`config.mk`:
```
export PLATFORM = sky130hd
export DESIGN_NAME = v_countdown_arbiter_flat
export DESIGN_NICKNAME = d
export VERILOG_FILES = /design/src/rtl/v_countdown_arbiter_pkg.sv /design/src/rtl/v_countdown_arbiter_if.sv /design/src/rtl/v_countdown_arbiter_rr_pick.sv /design/src/rtl/v_countdown_arbiter.sv /design/src/flat_wrapper.sv
export SDC_FILE = /design/constraint.sdc
export NUM_CORES = 1
export LEC_CHECK = 0
export BUFFER_PORTS_ARGS = -buffer_cell sky130_fd_sc_hd__buf_2
export CAP_MARGIN = 20
export CELL_PAD_IN_SITES_DETAIL_PLACEMENT = 2
export CELL_PAD_IN_SITES_GLOBAL_PLACEMENT = 2
export CORE_MARGIN = 2
export CORE_UTILIZATION = 30
export DETAILED_ROUTE_END_ITERATION = 8
export GPL_TIMING_DRIVEN = 1
export PLACE_DENSITY_LB_ADDON = 0.1
export REMOVE_ABC_BUFFERS = 1
export SETUP_SLACK_MARGIN = 0.02
export SLEW_MARGIN = 0
export SYNTH_ARGS = -nofsm -noshare
export SYNTH_HDL_FRONTEND = slang
export SYNTH_SLANG_ARGS = --single-unit
```
`constraint.sdc`:
```
create_clock -name i_c -period 3 [get_ports i_c]
set_input_delay 0.15 -clock i_c [delete_from_list [all_inputs] [get_ports i_c]]
set_output_delay 0.15 -clock i_c [all_outputs]
set_load 0.02 [all_outputs]
```
`src/rtl/v_countdown_arbiter_pkg.sv`:
```
// Shared types and helpers for the round-robin countdown arbiter.
// Holds the FSM state encoding and the index-width function for the LAST and owner registers.
package v_countdown_arbiter_pkg;

    typedef enum logic [1:0] {
        S_IDLE  = 2'd0,
        S_COUNT = 2'd1,
        S_DONE  = 2'd2
    } state_t;

    function automatic int clog2(input int n);
        int w;
        w = 0;
        for (int k = 0; k < 32; k++) begin
            if ((1 << w) < n) w = w + 1;
        end
        return w;
    endfunction

    // A requester index always needs at least one bit.
    function automatic int idx_w(input int n);
        return (n > 1) ? clog2(n) : 1;
    endfunction

endpackage

```
`src/rtl/v_countdown_arbiter_if.sv`:
```
// Request/grant/counter bundle between the timeout clients (master) and the arbiter (slave).
interface v_countdown_arbiter_if #(
    parameter int NREQ  = 4,
    parameter int WIDTH = 4
);
    logic [NREQ-1:0]       req;
    logic [NREQ*WIDTH-1:0] load_val;
    logic [NREQ-1:0]       gnt;
    logic [WIDTH-1:0]      q;
    logic                  busy;
    logic [NREQ-1:0]       done;

    modport master (output req, load_val, input gnt, q, busy, done);
    modport slave  (input req, load_val, output gnt, q, busy, done);
endinterface

```
`src/rtl/v_countdown_arbiter_rr_pick.sv`:
```
// Combinational round-robin picker: the first set request at LAST+1, LAST+2, ... (mod NREQ).
module v_countdown_arbiter_rr_pick
    import v_countdown_arbiter_pkg::*;
#(
    parameter  int NREQ = 4,
    localparam int IW   = idx_w(NREQ)
) (
    input  logic [NREQ-1:0] i_req,
    input  logic [IW-1:0]   i_last,
    output logic            o_valid,
    output logic [IW-1:0]   o_idx
);

    // Scanning from the farthest candidate back toward LAST+1 lets the nearest one overwrite.
    always_comb begin
        o_valid = 1'b0;
        o_idx   = '0;
        for (int k = NREQ; k >= 1; k--) begin
            if (i_req[(int'(i_last) + k) % NREQ]) begin
                o_valid = 1'b1;
                o_idx   = IW'((int'(i_last) + k) % NREQ);
            end
        end
    end

endmodule

```
`src/rtl/v_countdown_arbiter.sv`:
```
// Round-robin arbiter sharing one loadable down counter among NREQ requesters.
// Optional V_COUNTDOWN_ABORT_EN: the owner dropping REQ mid-count aborts the count with no DONE pulse.
module v_countdown_arbiter
    import v_countdown_arbiter_pkg::*;
#(
    parameter int NREQ  = 4,
    parameter int WIDTH = 4
) (
    input  logic                  i_c,
    input  logic                  i_r_n,
    v_countdown_arbiter_if.slave  bus
);

    localparam int IW = idx_w(NREQ);

    state_t            r_state, w_state;
    logic [WIDTH-1:0]  r_q, w_q;
    logic [NREQ-1:0]   r_gnt, w_gnt;
    logic [NREQ-1:0]   r_done, w_done;
    logic              r_busy, w_busy;
    logic [IW-1:0]     r_last, w_last;
    logic [IW-1:0]     r_owner, w_owner;
    logic              w_valid;
    logic [IW-1:0]     w_win;

    v_countdown_arbiter_rr_pick #(.NREQ(NREQ)) u_pick (
        .i_req   (bus.req),
        .i_last  (r_last),
        .o_valid (w_valid),
        .o_idx   (w_win)
    );

    always_comb begin
        w_state = r_state;
        w_q     = r_q;
        w_gnt   = r_gnt;
        w_done  = '0;
        w_busy  = r_busy;
        w_last  = r_last;
        w_owner = r_owner;
        case (r_state)
            S_IDLE: begin
                if (w_valid) begin
                    w_state        = S_COUNT;
                    w_gnt          = '0;
                    w_gnt[w_win]   = 1'b1;
                    w_q            = bus.load_val[w_win*WIDTH +: WIDTH];
                    w_busy         = 1'b1;
                    w_owner        = w_win;
                end
            end
            S_COUNT: begin
`ifdef V_COUNTDOWN_ABORT_EN
                if (!bus.req[r_owner]) begin
                    w_state = S_IDLE;
                    w_gnt   = '0;
                    w_q     = '0;
                    w_busy  = 1'b0;
                    w_last  = r_owner;
                end else
`endif
                if (r_q != '0) begin
                    w_q = r_q - WIDTH'(1);
                end else begin
                    // Q stays at 0 through DONE; the grant drops as the pulse goes out.
                    w_state          = S_DONE;
                    w_gnt            = '0;
                    w_done[r_owner]  = 1'b1;
                    w_last           = r_owner;
                end
            end
            S_DONE: begin
                w_state = S_IDLE;
                w_busy  = 1'b0;
            end
            default: begin
                w_state = S_IDLE;
                w_gnt   = '0;
                w_q     = '0;
                w_busy  = 1'b0;
            end
        endcase
    end

    always_ff @(posedge i_c) begin
        if (!i_r_n) begin
            r_state <= S_IDLE;
            r_q     <= '0;
            r_gnt   <= '0;
            r_done  <= '0;
            r_busy  <= 1'b0;
            r_last  <= IW'(NREQ - 1);
            r_owner <= '0;
        end else begin
            r_state <= w_state;
            r_q     <= w_q;
            r_gnt   <= w_gnt;
            r_done  <= w_done;
            r_busy  <= w_busy;
            r_last  <= w_last;
            r_owner <= w_owner;
        end
    end

    assign bus.gnt  = r_gnt;
    assign bus.q    = r_q;
    assign bus.busy = r_busy;
    assign bus.done = r_done;

endmodule
```
`src/flat_wrapper.sv`:
```
// flat-port wrapper written by rule: the top's interface ports become plain ports
module v_countdown_arbiter_flat import v_countdown_arbiter_pkg::*;
#(
    parameter int NREQ  = 4,
    parameter int WIDTH = 4
)
  (i_c, i_r_n, bus_req, bus_load_val, bus_gnt, bus_q, bus_busy, bus_done);
  v_countdown_arbiter_if #(.NREQ(NREQ), .WIDTH(WIDTH)) bus_i ();
  input  logic i_c;
  input  logic i_r_n;
  input wire logic [$bits(bus_i.req)-1:0] bus_req;
  input wire logic [$bits(bus_i.load_val)-1:0] bus_load_val;
  output wire logic [$bits(bus_i.gnt)-1:0] bus_gnt;
  output wire logic [$bits(bus_i.q)-1:0] bus_q;
  output wire logic [$bits(bus_i.busy)-1:0] bus_busy;
  output wire logic [$bits(bus_i.done)-1:0] bus_done;
  assign bus_i.req = bus_req;
  assign bus_i.load_val = bus_load_val;
  assign bus_gnt = bus_i.gnt;
  assign bus_q = bus_i.q;
  assign bus_busy = bus_i.busy;
  assign bus_done = bus_i.done;
  v_countdown_arbiter #(.NREQ(NREQ), .WIDTH(WIDTH)) u_core (.i_c(i_c), .i_r_n(i_r_n), .bus(bus_i));
endmodule
```
Word level (Yosys, flattened, before mapping)
Index checks and enable logic that the tools add are counted.

Add/sub/neg operators: 5. Magnitude comparators: 8. Equal/unequal tests: 5. Shifts and indexed selects: 1. Muxes and demuxes: 35. Bitwise operators: 8. Reductions and logical operators: 15.

Operators by type and width (count): case mux 4 bit (3 select lines) (2); less-than comparator 3 x 4 -> 1 bit, second input constant (4); 2-to-1 mux 4 bit (4); indexed part select 16 x 5 -> 4 bit (1); 2-to-1 mux 1 bit (15); 2-to-1 mux 2 bit (6); binary-select mux 1 bit (select 2 bit) (4); AND reduction 2 bit (4); OR reduction 2 bit (4); less-than comparator 2 x 3 -> 1 bit, second input constant (2); AND reduction 3 bit (2); adder 2 x 1 -> 2 bit, second input constant (2); adder 2 bit, second input constant (2); bitwise AND 1 bit, first input constant (4); demux 1 bit (select 2 bit) (2); greater-or-equal comparator 2 x 1 -> 1 bit, second input constant (2); inequality test 2 bit, second input constant (2); NOT 1 bit (4); case mux 2 bit (2 select lines) (1); nonzero test 4 bit (1); subtractor 4 x 1 -> 4 bit, second input constant (1); OR reduction 3 bit (1); == test 2 x 1 -> 1 bit, second input constant (1); == test 2 bit, second input constant (1); other kinds (4) (5).

Flip-flop bits (word level): 19. Bits of input ports: 22. Output and inout port bits: 13. Word-level logic and storage cells: 84.

Longest topological paths before layout
Gate-level depths: netlist of the first run.

Depth in word-level cells: 16. Gate-level depth with buffers: 8. Depth with buffers taken out: 7.

By module
Synthesis of the first run repeated with hierarchy kept, for this count alone.

Cell total of the unflattened synthesis: 105. Area, all modules: 993.5 um^2.

Modules (own cells, without submodules): v_countdown_arbiter (instances 1, cells each 91, area each 902.1 um^2, sequential area each 380.4 um^2); v_countdown_arbiter_rr_pick (instances 1, cells each 14, area each 91.3 um^2, sequential area each 0.0 um^2).

Worst setup path after synthesis of the first run
No wires, ideal clock.

Path type: register to register. From: register u_core.r_q[0] (netlist: u_core.bus.q[0]). To: register u_core.r_q[3] (netlist: u_core.bus.q[3]). Setup time: 58 ps. Arrival: 1829 ps. Required time: 2942 ps. Setup slack: 1113 ps. Stages on the path, launching flop included: 9. Buffers on the path: 1. Period minus slack after synthesis: 1887 ps. Path through: dfxtp_1 inv_1 ha_1 or3b_1 or3_1 buf_6 o311ai_2 o221a_1 o21a_1.

Cells in the longest elaborated chain, start to end: 3.

Ends and longest elaborated chain: start, declared (RTL line v_countdown_arbiter.sv:17) `logic [WIDTH-1:0] r_q, w_q;`; start signal, assigned (RTL line v_countdown_arbiter.sv:96) `r_q <= w_q;`; subtractor 4 x 1 -> 4 bit / nonzero test 4 bit (equally long branches) (RTL line v_countdown_arbiter.sv:63, v_countdown_arbiter.sv:62); 2-to-1 mux 4 bit / inequality test 2 x 1 -> 1 bit (equally long branches); case mux 4 bit (3 select lines) / AND reduction 3 bit (equally long branches).

Parallel ways exist; a longest one is shown, timed or not. The select of a mux whose other input is x is not followed. A chain may end at the register's enable or synchronous reset.

Worst setup path in the final report of the first run
Same ends and word-level chain as after synthesis.

==> results of run 1 <==
how the worst max path moves through the flow:
stage | from | slack (ps) | cells after the start | endpoint
2_1_floorplan | u_core.bus.q[0]$_SDFFE_PN0P_ | 1120 | 7 | u_core.bus.q[3]$_SDFFE_PN0P_
3_3_place_gp | u_core.bus.q[0]$_SDFFE_PN0P_ | 1110 | 7 | u_core.bus.q[3]$_SDFFE_PN0P_
3_5_place_dp | u_core.bus.q[0]$_SDFFE_PN0P_ | 950 | 7 | u_core.bus.q[3]$_SDFFE_PN0P_
4_1_cts | u_core.bus.q[0]$_SDFFE_PN0P_ | 930 | 7 | u_core.bus.q[3]$_SDFFE_PN0P_
5_1_grt | u_core.bus.q[0]$_SDFFE_PN0P_ | 770 | 7 | u_core.bus.q[1]$_SDFFE_PN0P_
6_report | u_core.bus.q[0]$_SDFFE_PN0P_ | 940 | 7 | u_core.bus.q[3]$_SDFFE_PN0P_
layout make-up:
type	count	area share
multi-input combinational	85	0.4736
sequential	19	0.3025
timing repair buffer	35	0.1413
tap	46	0.04577
clock buffer	3	0.01791
inverter	5	0.01493
clock inverter	1	0.003980
placed cells by master, fill, tap and decap left out, types with 2 or more instances in the layout:
master    instances
clkbuf_4          3
a21oi_1           4
a21boi_0          4
nand2_1           9
nor2b_1           4
o311ai_2          2
xnor2_1           2
and3_1            2
mux2i_1          10
o221ai_1          2
inv_1             5
ha_1              2
mux2_2            2
buf_2            34
nor2_1            8
nor3_1            5
dfxtp_1          19
nand2b_1          5
o21ai_0           6
power groups by stage:
stage               clock [W]  sequential [W]  combinational (W)
detailed placement          0        0.000394           0.000579
global placement            0        0.000388           0.000559
floorplan                   0        0.000425           0.000367
CTS                  0.000143        0.000388           0.000581
global route         0.000154        0.000399           0.000642
finish               0.000136        0.000385           0.000571
routing by layer:
layer,up-vias,wire length (µm),track usage
li1,474,-,-
met3,5,122,0.04324
met4,0,26,0.03333
met1,468,1292,0.1971
met5,-,0,0
met2,23,1418,0.2935
sequential cells by signal, summed over array words and instances, names as in the netlist:
| register | cells |
|---|---|
| u_core.r_last | 2 |
| u_core.r_owner | 2 |
| u_core.r_state | 2 |
| u_core.bus.busy | 1 |
| u_core.bus.q | 4 |
| u_core.bus.gnt | 4 |
| u_core.bus.done | 4 |
through the flow:
step	instances	setup WS [ps]	area (µm²)
after floorplan	109	1122	994.7
after global placement	190	1114	1230
after detailed placement	190	950.9	1230
after CTS	194	928.7	1257
after global routing	194	769.1	1257
final	194	937.5	1257
kinds of logic after synthesis:
logic type                 share of synthesized area
AOI/OAI and AO/OA                             0.2142
xor gates and xnor gates                     0.01714
adders and majority gates                    0.02448
buffers and inverters                        0.04528
DFF                                           0.3721
muxes                                         0.1200
and+or+nand+nor                               0.2069
worst max-delay path: cells and delay by family, from the launching register on:
family	cells	cell delay, ps
simple gates	2	820
compound gates	3	540
flops	1	350
fa+ha+maj	1	140
buf+inv	1	100
==> results.txt, run 1 <==
run status -> finished, final reports clean
1st-iter DRT viols -> 40
Vias per Instance -> 5.000
Max IR drop VDD -> 0.0003147 V
R2R setup slack -> 940 ps
Layout Utilization -> 0.3798
crit path max-delay cell type -> nor3_1
reg2reg start -> u_core.bus.q[0]$_SDFFE_PN0P_
Hold WS -> 164.5 ps
Synth top cells by count -> dfxtp_1 (19), mux2i_1 (10), nand2_1 (9)
Num CTS Buffers -> 3
drc violations -> 0
# IOs -> 35
antenna cells -> 0
Core ar. -> 3311 µm²
CP Launch Type -> flip-flop
clock skew -> 0.8978 ps
Routed WL -> 2859 µm
GRT Resource Usage Total -> 0.1635
Worst-Skew Late Latency -> 310 ps
Synth Instances -> 113
area grow syn2layout -> 23.01%
Worst Tran Pin Value -> 958.6 ps
relative slew slack -> 0.3560
number of global-route vias before repair -> 1051
reg2reg path depth -> 7
Max Cap Viol -> 0
remaining antenna violation count -> 0
residual overflow from global routing -> 0
number of synthesized flops with an enable pin -> 0
Total Power -> 0.001092 W
count of state elements after synthesis -> 19
synthesized area -> 1022 µm²
final RePlAce weighted congestion -> 0.7836
Multi-input gate area -> 595.6 µm²
Clock Tree Root -> clkbuf_4
global-route wire length before repair -> 5023 µm
Finish-stage setup viols -> 0
number of port buffers -> 34
r2r endpoint -> u_core.bus.q[3]$_SDFFE_PN0P_
Die Ht -> 62.38 µm
Hold Path Origin -> i_r_n
vias after detailed routing -> 970
register area share after synthesis -> 0.3721
Gate power share -> 0.522
highest cell delay on the worst timing path -> 440 ps
clock slew at reported path FFs -> 110 ps
RSZ-0062 raised after global routing -> no
crit path cell chain -> inv_1, ha_1, or3b_1, nor3_1, a21oi_1, o221a_1, o21a_1
Max Transition Viols Final -> 0
number of fill cells -> 401
Flop pwr share -> 0.353
largest net degree at the start of global routing -> 17
Synth top area share -> 0.3721
power per cell area -> 868.8 nW/µm²
clock share of power -> 0.125
leakage power -> 0.5669 nW
setup tns final -> 0 ps
# Post-CTS Setup Buffers -> 0
die area -> 3891 µm²
final-stage net count -> 173
leading area contributor after synthesis -> dfxtp_1
Worst Hold End -> u_core.r_last[0]$_SDFFE_PN1P_
DP Wirelength -> 2224 µm
Synth warnings -> 0
Avg Cell Area, Syn -> 9.046 µm²
die span in x -> 62.38 µm
share of layout cells above drive strength 1 -> 0.3108
CTS resizes -> 0
Worst Path Max Fanout -> 5
Fin. Hold Viols -> 0
Critical Path RT -> 3220 ps
ys flop type -> dfxtp_1
switch share -> 0.4451
hold path cells -> 2
starting density of the core -> 0.3088
fmax -> 484.9 MHz
Seq. cell area -> 380.4 µm²
worst hold-check path type -> in -> reg
ys async rst share -> 0
top cells by area, synth -> dfxtp_1 (37%), mux2i_1 (9.8%), nand2_1 (3.3%), o311ai_2 (3.2%), nand2b_1 (3.1%)
post-synth cell types -> 39
1st-pass router iterations -> 4
TritonCTS clock tree -> done
CP Class -> reg -> reg
initial antenna violation count -> 0
WL/cell -> 14.74 µm
Tcrit/Tclk final -> 0.6875
Worst setup EP type -> flip-flop
CTS Buffer Depth -> 2
post-layout min period -> 2062 ps
CTS sink count -> 19
switching power -> 0.0004863 W
WP data arrival -> 2280 ps
H-tree levels -> 1
internal power -> 0.0006062 W
most common cell in the netlist -> dfxtp_1
Rows -> 21
Post-CTS Hold Fix Bufs -> 0
Note: power is estimated with default switching activity, not from simulation.
==> inputs of run 2 (changes only) <==
--- a/config.mk
+++ b/config.mk
@@ -10,7 +10,7 @@
 export CELL_PAD_IN_SITES_DETAIL_PLACEMENT = 2
 export CELL_PAD_IN_SITES_GLOBAL_PLACEMENT = 2
 export CORE_MARGIN = 2
-export CORE_UTILIZATION = 30
+export CORE_UTILIZATION = 25
 export DETAILED_ROUTE_END_ITERATION = 8
 export GPL_TIMING_DRIVEN = 1
 export PLACE_DENSITY_LB_ADDON = 0.1
==> constraint.sdc (replaced) <==
create_clock -name i_c -period 1.8 [get_ports i_c]
set_input_delay 0.09 -clock i_c [delete_from_list [all_inputs] [get_ports i_c]]
set_output_delay 0.09 -clock i_c [all_outputs]
set_load 0.02 [all_outputs]
==> results.txt, run 2 (same netlist as run 1, synthesis figures left out) <==
GRT Resource Usage Total -> 0.1701 (+0.006557)
# IOs -> 35 (unchanged)
cell area after placement -> 1310 µm² (+6.5%)
Core ar. -> 3971 µm² (+20%)
number of global-route vias before repair -> 1144 (+8.8%)
most frequent cells in the layout -> buf_2 (34), dfxtp_1 (17), buf_4 (13)
GR Util met1 -> 0.1982 (+0.001135)
antenna cells -> 0 (unchanged)
setup tns final -> -22.99 ps (-22.99 ps)
largest net degree at the start of global routing -> 17 (unchanged)
WP data arrival -> 2030 ps (-250 ps)
1st-pass router iterations -> 3 (-1)
Critical Path RT -> 2010 ps (-1210 ps)
Worst setup EP type -> flip-flop
TritonCTS clock tree -> done
clock skew -> 4.269 ps (+3.371 ps)
global-route wire length before repair -> 5658 µm (+13%)
die span in x -> 67.95 µm (+8.9%)
power per cell area -> 1604 nW/µm² (+85%)
leakage power -> 0.6415 nW (+13%)
CP Launch Type -> flip-flop
Worst-Skew Late Latency -> 260 ps (-50 ps)
most common cell after layout, fill and taps aside -> buf_2
final-stage net count -> 185 (+6.9%)
Post-CTS Hold Fix Bufs -> 0 (unchanged)
final instance area -> 1414 µm² (+12%)
RSZ-0062 raised after global routing -> yes
Total Power -> 0.002268 W (+110%)
clock slew at reported path FFs -> 80 ps (-30 ps)
Worst Tran Pin Value -> 631.3 ps (-327.2 ps)
H-tree levels -> 1 (unchanged)
final RePlAce weighted congestion -> 0.7985 (+1.9%)
CTS Buffer Depth -> 2 (unchanged)
Max Transition Viols Final -> 0 (unchanged)
Fin. Hold Viols -> 0 (unchanged)
fmax -> 548.5 MHz (+13%)
failing checks -> negative setup slack
number of port buffers -> 34 (unchanged)
Routed WL -> 3469 µm (+21%)
Setup WS pre-CTS -> -90.05 ps (-1041 ps)
post-layout min period -> 1823 ps (-239.5 ps)
initial antenna violation count -> 0 (unchanged)
residual overflow from global routing -> 0 (unchanged)
Num CTS Buffers -> 3 (unchanged)
drc violations -> 0 (unchanged)
Rows -> 23 (+9.5%)
GR Util met2 -> 0.3070 (+0.01356)
Tcrit/Tclk final -> 1.013 (+0.3253)
area grow syn2layout -> 38.31%
crit path max-delay cell type -> or3b_4
Clock Tree Root -> clkbuf_8
1st-iter DRT viols -> 27 (-33%)
run status -> complete, but fails checks
CP Class -> reg -> reg
starting density of the core -> 0.2574 (-0.05136)
Vias per Instance -> 4.833 (-3.3%)
most crowded layer after global routing -> met2
remaining antenna violation count -> 0 (unchanged)
fin worst setup slack -> -22.99 ps (-960.5 ps)
vias after detailed routing -> 1015 (+4.6%)
die area -> 4617 µm² (+19%)
crit path cell chain -> inv_2, ha_4, or3b_4, or3_4, o311ai_4, o221a_1, o21a_1
share of layout cells above drive strength 1 -> 0.4188 (+0.1079)
Max IR drop VDD -> 0.0005309 V (+69%)
DP Wirelength -> 2571 µm (+16%)
highest cell delay on the worst timing path -> 390 ps (-50 ps)
WL/cell -> 16.52 µm (+12%)
Finish-stage setup viols -> 1 (+1)
relative slew slack -> 0.5768 (+0.2208)
worst hold-check path type -> in -> reg
Die Ht -> 67.95 µm (+8.9%)
Worst Path Buf+Inv -> 1 (unchanged)
Crit path max-delay family -> simple AND/OR/NAND/NOR gates
Max Cap Viol -> 0 (unchanged)
GR Layer Usage met3 -> 0.02632 (-0.01693)
CTS sink count -> 19 (unchanged)
Worst Path Max Fanout -> 4 (-1)
[run 2: area by class of cell]
type | instances | area [µm²]
fillers | 464 | 2557
inverters | 5 | 18.77
flip-flops and latches | 19 | 382.9
repair buffers | 47 | 267.8
multi-input cells | 85 | 635.6
clock buffers | 3 | 41.29
clock inverters | 1 | 5.005
well taps | 50 | 62.56
[run 2: path summary, 6_finish.rpt]
check                           startpoint                             to  slack [ps]  cells after the start
min reg2reg  u_core.r_last[0]$_SDFFE_PN1P_  u_core.r_last[0]$_SDFFE_PN1P_         480                      2
min                                  i_r_n  u_core.r_last[0]$_SDFFE_PN1P_         150                      2
max reg2reg   u_core.bus.q[0]$_SDFFE_PN0P_   u_core.bus.q[3]$_SDFFE_PN0P_         -20                      7
max           u_core.bus.q[0]$_SDFFE_PN0P_   u_core.bus.q[3]$_SDFFE_PN0P_         -20                      7
[run 2: routing by layer]
layer  vias to the layer above  wire [µm]  part of all wire
met5                         -          0                 0
met4                         0         62             0.018
met3                         6         98             0.028
met2                        20       1812              0.52
met1                       492       1495              0.43
li1                        497          -                 -
[run 2: timing repair]
action                                  in CTS  in global routing
setup buffers                                2                  0
pin swaps                                    4                  3
gates resized for setup                     10                  2
endpoints found under the setup margin      10                 12
[run 2: report_power, final]
| group | switching [W] | internal [W] | leakage, nW |
|---|---|---|---|
| clock network | 0.000157 | 0.000154 | 0.0255 |
| logic | 0.000723 | 0.000612 | 0.459 |
| registers | 0.0000852 | 0.000536 | 0.157 |
| total | 0.000966 | 0.00130 | 0.642 |
[run 2: stage by stage]
step	utilization	hold WS, ps	cells
6_report	0.3560	154.5	210
3_3_place_gp	0.3299	429.3	204
5_1_grt	0.3560	173.2	210
2_1_floorplan	-	161.8	109
4_1_cts	0.3548	153.3	210
3_5_place_dp	0.3299	432.9	204
==> inputs of run 3 (changes only) <==
--- a/config.mk
+++ b/config.mk
@@ -5,12 +5,13 @@
 export SDC_FILE = /design/constraint.sdc
 export NUM_CORES = 1
 export LEC_CHECK = 0
+export ABC_AREA = 1
 export BUFFER_PORTS_ARGS = -buffer_cell sky130_fd_sc_hd__buf_2
 export CAP_MARGIN = 20
 export CELL_PAD_IN_SITES_DETAIL_PLACEMENT = 2
 export CELL_PAD_IN_SITES_GLOBAL_PLACEMENT = 2
 export CORE_MARGIN = 2
-export CORE_UTILIZATION = 25
+export CORE_UTILIZATION = 24
 export DETAILED_ROUTE_END_ITERATION = 8
 export GPL_TIMING_DRIVEN = 1
 export PLACE_DENSITY_LB_ADDON = 0.1
==> results.txt, run 3 <==
remaining antenna violation count -> 0 (unchanged)
cell area after placement -> 1500 µm² (+15%)
count of state elements after synthesis -> 19 (unchanged)
worst hold-check path type -> in -> reg
power per cell area -> 1920 nW/µm² (+20%)
1st-pass router iterations -> 4 (+1)
1st-iter DRT viols -> 18 (-33%)
setup tns final -> -7.766 ps (+15.23 ps)
Synth top area share -> 0.3128 (-0.05934)
most common cell after layout, fill and taps aside -> nand2_1
Worst Path Buf+Inv -> 3 (+2)
drc violations -> 0 (unchanged)
Synth top cells by count -> nand2_1 (61), inv_1 (20), dfxtp_1 (19)
CTS Buffer Depth -> 2 (unchanged)
leading area contributor after synthesis -> dfxtp_1
most frequent cells in the layout -> nand2_1 (49), buf_2 (34), nand2_2 (19)
leakage power -> 0.9192 nW (+43%)
highest cell delay on the worst timing path -> 330 ps (-60 ps)
Critical Path RT -> 1960 ps (-50 ps)
run status -> complete, but fails checks
Worst setup EP type -> flip-flop
fin worst setup slack -> -7.766 ps (+15.23 ps)
starting density of the core -> 0.2525 (-0.004936)
GRT Resource Usage Total -> 0.1463 (-0.02382)
Synth Instances -> 183 (+62%)
Worst Tran Pin Value -> 380.9 ps (-250.5 ps)
Avg Cell Area, Syn -> 6.646 µm² (-27%)
crit path max-delay cell type -> dfxtp_2
vias after detailed routing -> 1356 (+34%)
CP Class -> reg -> reg
register area share after synthesis -> 0.3128 (-0.05934)
Max Transition Viols Final -> 0 (unchanged)
clock slew at reported path FFs -> 70 ps (about the same)
H-tree levels -> 1 (unchanged)
initial antenna violation count -> 0 (unchanged)
final RePlAce weighted congestion -> 0.7785 (-2.5%)
final instance area -> 1789 µm² (+27%)
Post-CTS Hold Fix Bufs -> 0 (unchanged)
number of port buffers -> 34 (unchanged)
Tcrit/Tclk final -> 1.004 (-0.008460)
crit path cell chain -> buf_12, inv_16, nand2_2, nand2_2, nand2_2, nand2_4, nor2_2, nand3b_1, nand2_1, nand2_1, nand2_1, buf_4, a31oi_4, a21oi_1
post-synth cell types -> 27 (-31%)
Synth warnings -> 0 (unchanged)
die span in x -> 75.19 µm (+11%)
ys async rst share -> 0 (unchanged)
number of synthesized flops with an enable pin -> 0 (unchanged)
CTS sink count -> 19 (unchanged)
WL/cell -> 13.79 µm (-17%)
largest net degree at the start of global routing -> 13 (-4)
DP Wirelength -> 3059 µm (+19%)
post-layout min period -> 1808 ps (-15.23 ps)
synthesized area -> 1216 µm² (+19%)
Fin. Hold Viols -> 0 (unchanged)
number of global-route vias before repair -> 1369 (+20%)
global-route wire length before repair -> 6279 µm (+11%)
max layer used -> met4
share of layout cells above drive strength 1 -> 0.4407 (+0.02193)
Die Ht -> 75.19 µm (+11%)
fmax -> 553.2 MHz (+0.84%)
relative slew slack -> 0.7439 (+0.1671)
area grow syn2layout -> 47.12%
Finish-stage setup viols -> 1 (unchanged)
clock skew -> 1.020 ps (-3.248 ps)
Routed WL -> 4179 µm (+20%)
most common cell in the netlist -> nand2_1
Worst Path Max Fanout -> 8 (+4)
Vias per Instance -> 4.475 (-7.4%)
Max IR drop VDD -> 0.0005446 V (+2.6%)
antenna cells -> 0 (unchanged)
TritonCTS clock tree -> done
Worst-Skew Late Latency -> 260 ps (about the same)
CP Launch Type -> flip-flop
final-stage net count -> 261 (+41%)
die area -> 5653 µm² (+22%)
WP data arrival -> 1960 ps (-70 ps)
RSZ-0062 raised after global routing -> yes
residual overflow from global routing -> 0 (unchanged)
ys flop type -> dfxtp_1
Clock Tree Root -> clkbuf_8
Num CTS Buffers -> 3 (unchanged)
met3 WL -> 168 µm (+71%)
Crit path max-delay family -> simple AND/OR/NAND/NOR gates
Routed met2 length -> 2114 µm (+17%)
# IOs -> 35 (unchanged)
failing checks -> negative setup slack
Core ar. -> 4817 µm² (+21%)
Max Cap Viol -> 0 (unchanged)
Rows -> 25 (+8.7%)
Total Power -> 0.003435 W (+51%)
met1 wire length -> 1863 µm (+25%)
top cells by area, synth -> dfxtp_1 (31%), nand2_1 (19%), nand2_2 (8.2%), inv_1 (6.2%), nand3_1 (6.2%)
[run 3: cell count changes in the layout (fill, tap and decap cells not counted), moves of 7 or more]
cell,before,now
a21oi_1,4,11
inv_1,3,18
mux2i_1,10,0
nand2_1,9,49
nand2_2,0,19
nand2_4,0,11
nand3_1,1,13
[run 3: repair_timing]
item                       in CTS  in global routing
setup endpoints to repair       4                 10
resized for setup               7                 39
gates cloned                    0                  1
pin swaps                       3                 14
setup buffers                   2                  6
[run 3: worst paths after layout]
check | start | slack, ps | cells past startpoint | endpoint
worst min register to register | u_core.bus.busy$_SDFFE_PN0P_ | 470 | 2 | u_core.bus.busy$_SDFFE_PN0P_
worst max register to register | u_core.r_last[0]$_SDFFE_PN1P_ | -8 | 14 | u_core.bus.q[3]$_SDFFE_PN0P_
worst max-delay path | u_core.r_last[0]$_SDFFE_PN1P_ | -8 | 14 | u_core.bus.q[3]$_SDFFE_PN0P_
worst min-delay path | i_r_n | 130 | 2 | u_core.r_last[0]$_SDFFE_PN1P_
[run 3: per-stage QoR]
stage                     setup WS, ps  std cells  hold WS [ps]  utilization
after floorplan                  128.5        180         188.6            -
after global placement           14.24        290         396.0       0.3114
after detailed placement        -61.88        290         399.8       0.3114
after CTS                        21.59        296         123.6       0.3306
after global routing            -95.37        303         124.7       0.3714
final                           -7.766        303         127.6       0.3714
[run 3: report_power, final]
group	total, W	switching [W]	internal (W)
registers	0.000663	0.000109	0.000554
clock network	0.000312	0.000155	0.000156
logic	0.00246	0.00150	0.000962
[run 3: cell type report]
class	instances	area, µm²
Fill cell	607	3028
Clock buffer	3	41.29
Tap cell	67	83.83
Clock inverter	1	7.507
Inverter	24	113.9
Timing Repair Buffer	51	314.1
Multi-Input combinational cell	138	843.3
Sequential cell	19	385.4
[run 3: logic make-up after synthesis]
kind of cell	count (synthesis)	share of synthesized area
flops	19	0.3128
compound gates	23	0.1018
buf+inv	27	0.1235
fa+ha+maj	2	0.02057
simple gates	112	0.4414
[run 3: per-layer routing]
metal | vias up | global-route usage
met5 | - | 0
met4 | 0 | 0.03509
met3 | 5 | 0.03481
met2 | 24 | 0.2612
met1 | 637 | 0.1772
li1 | 690 | -
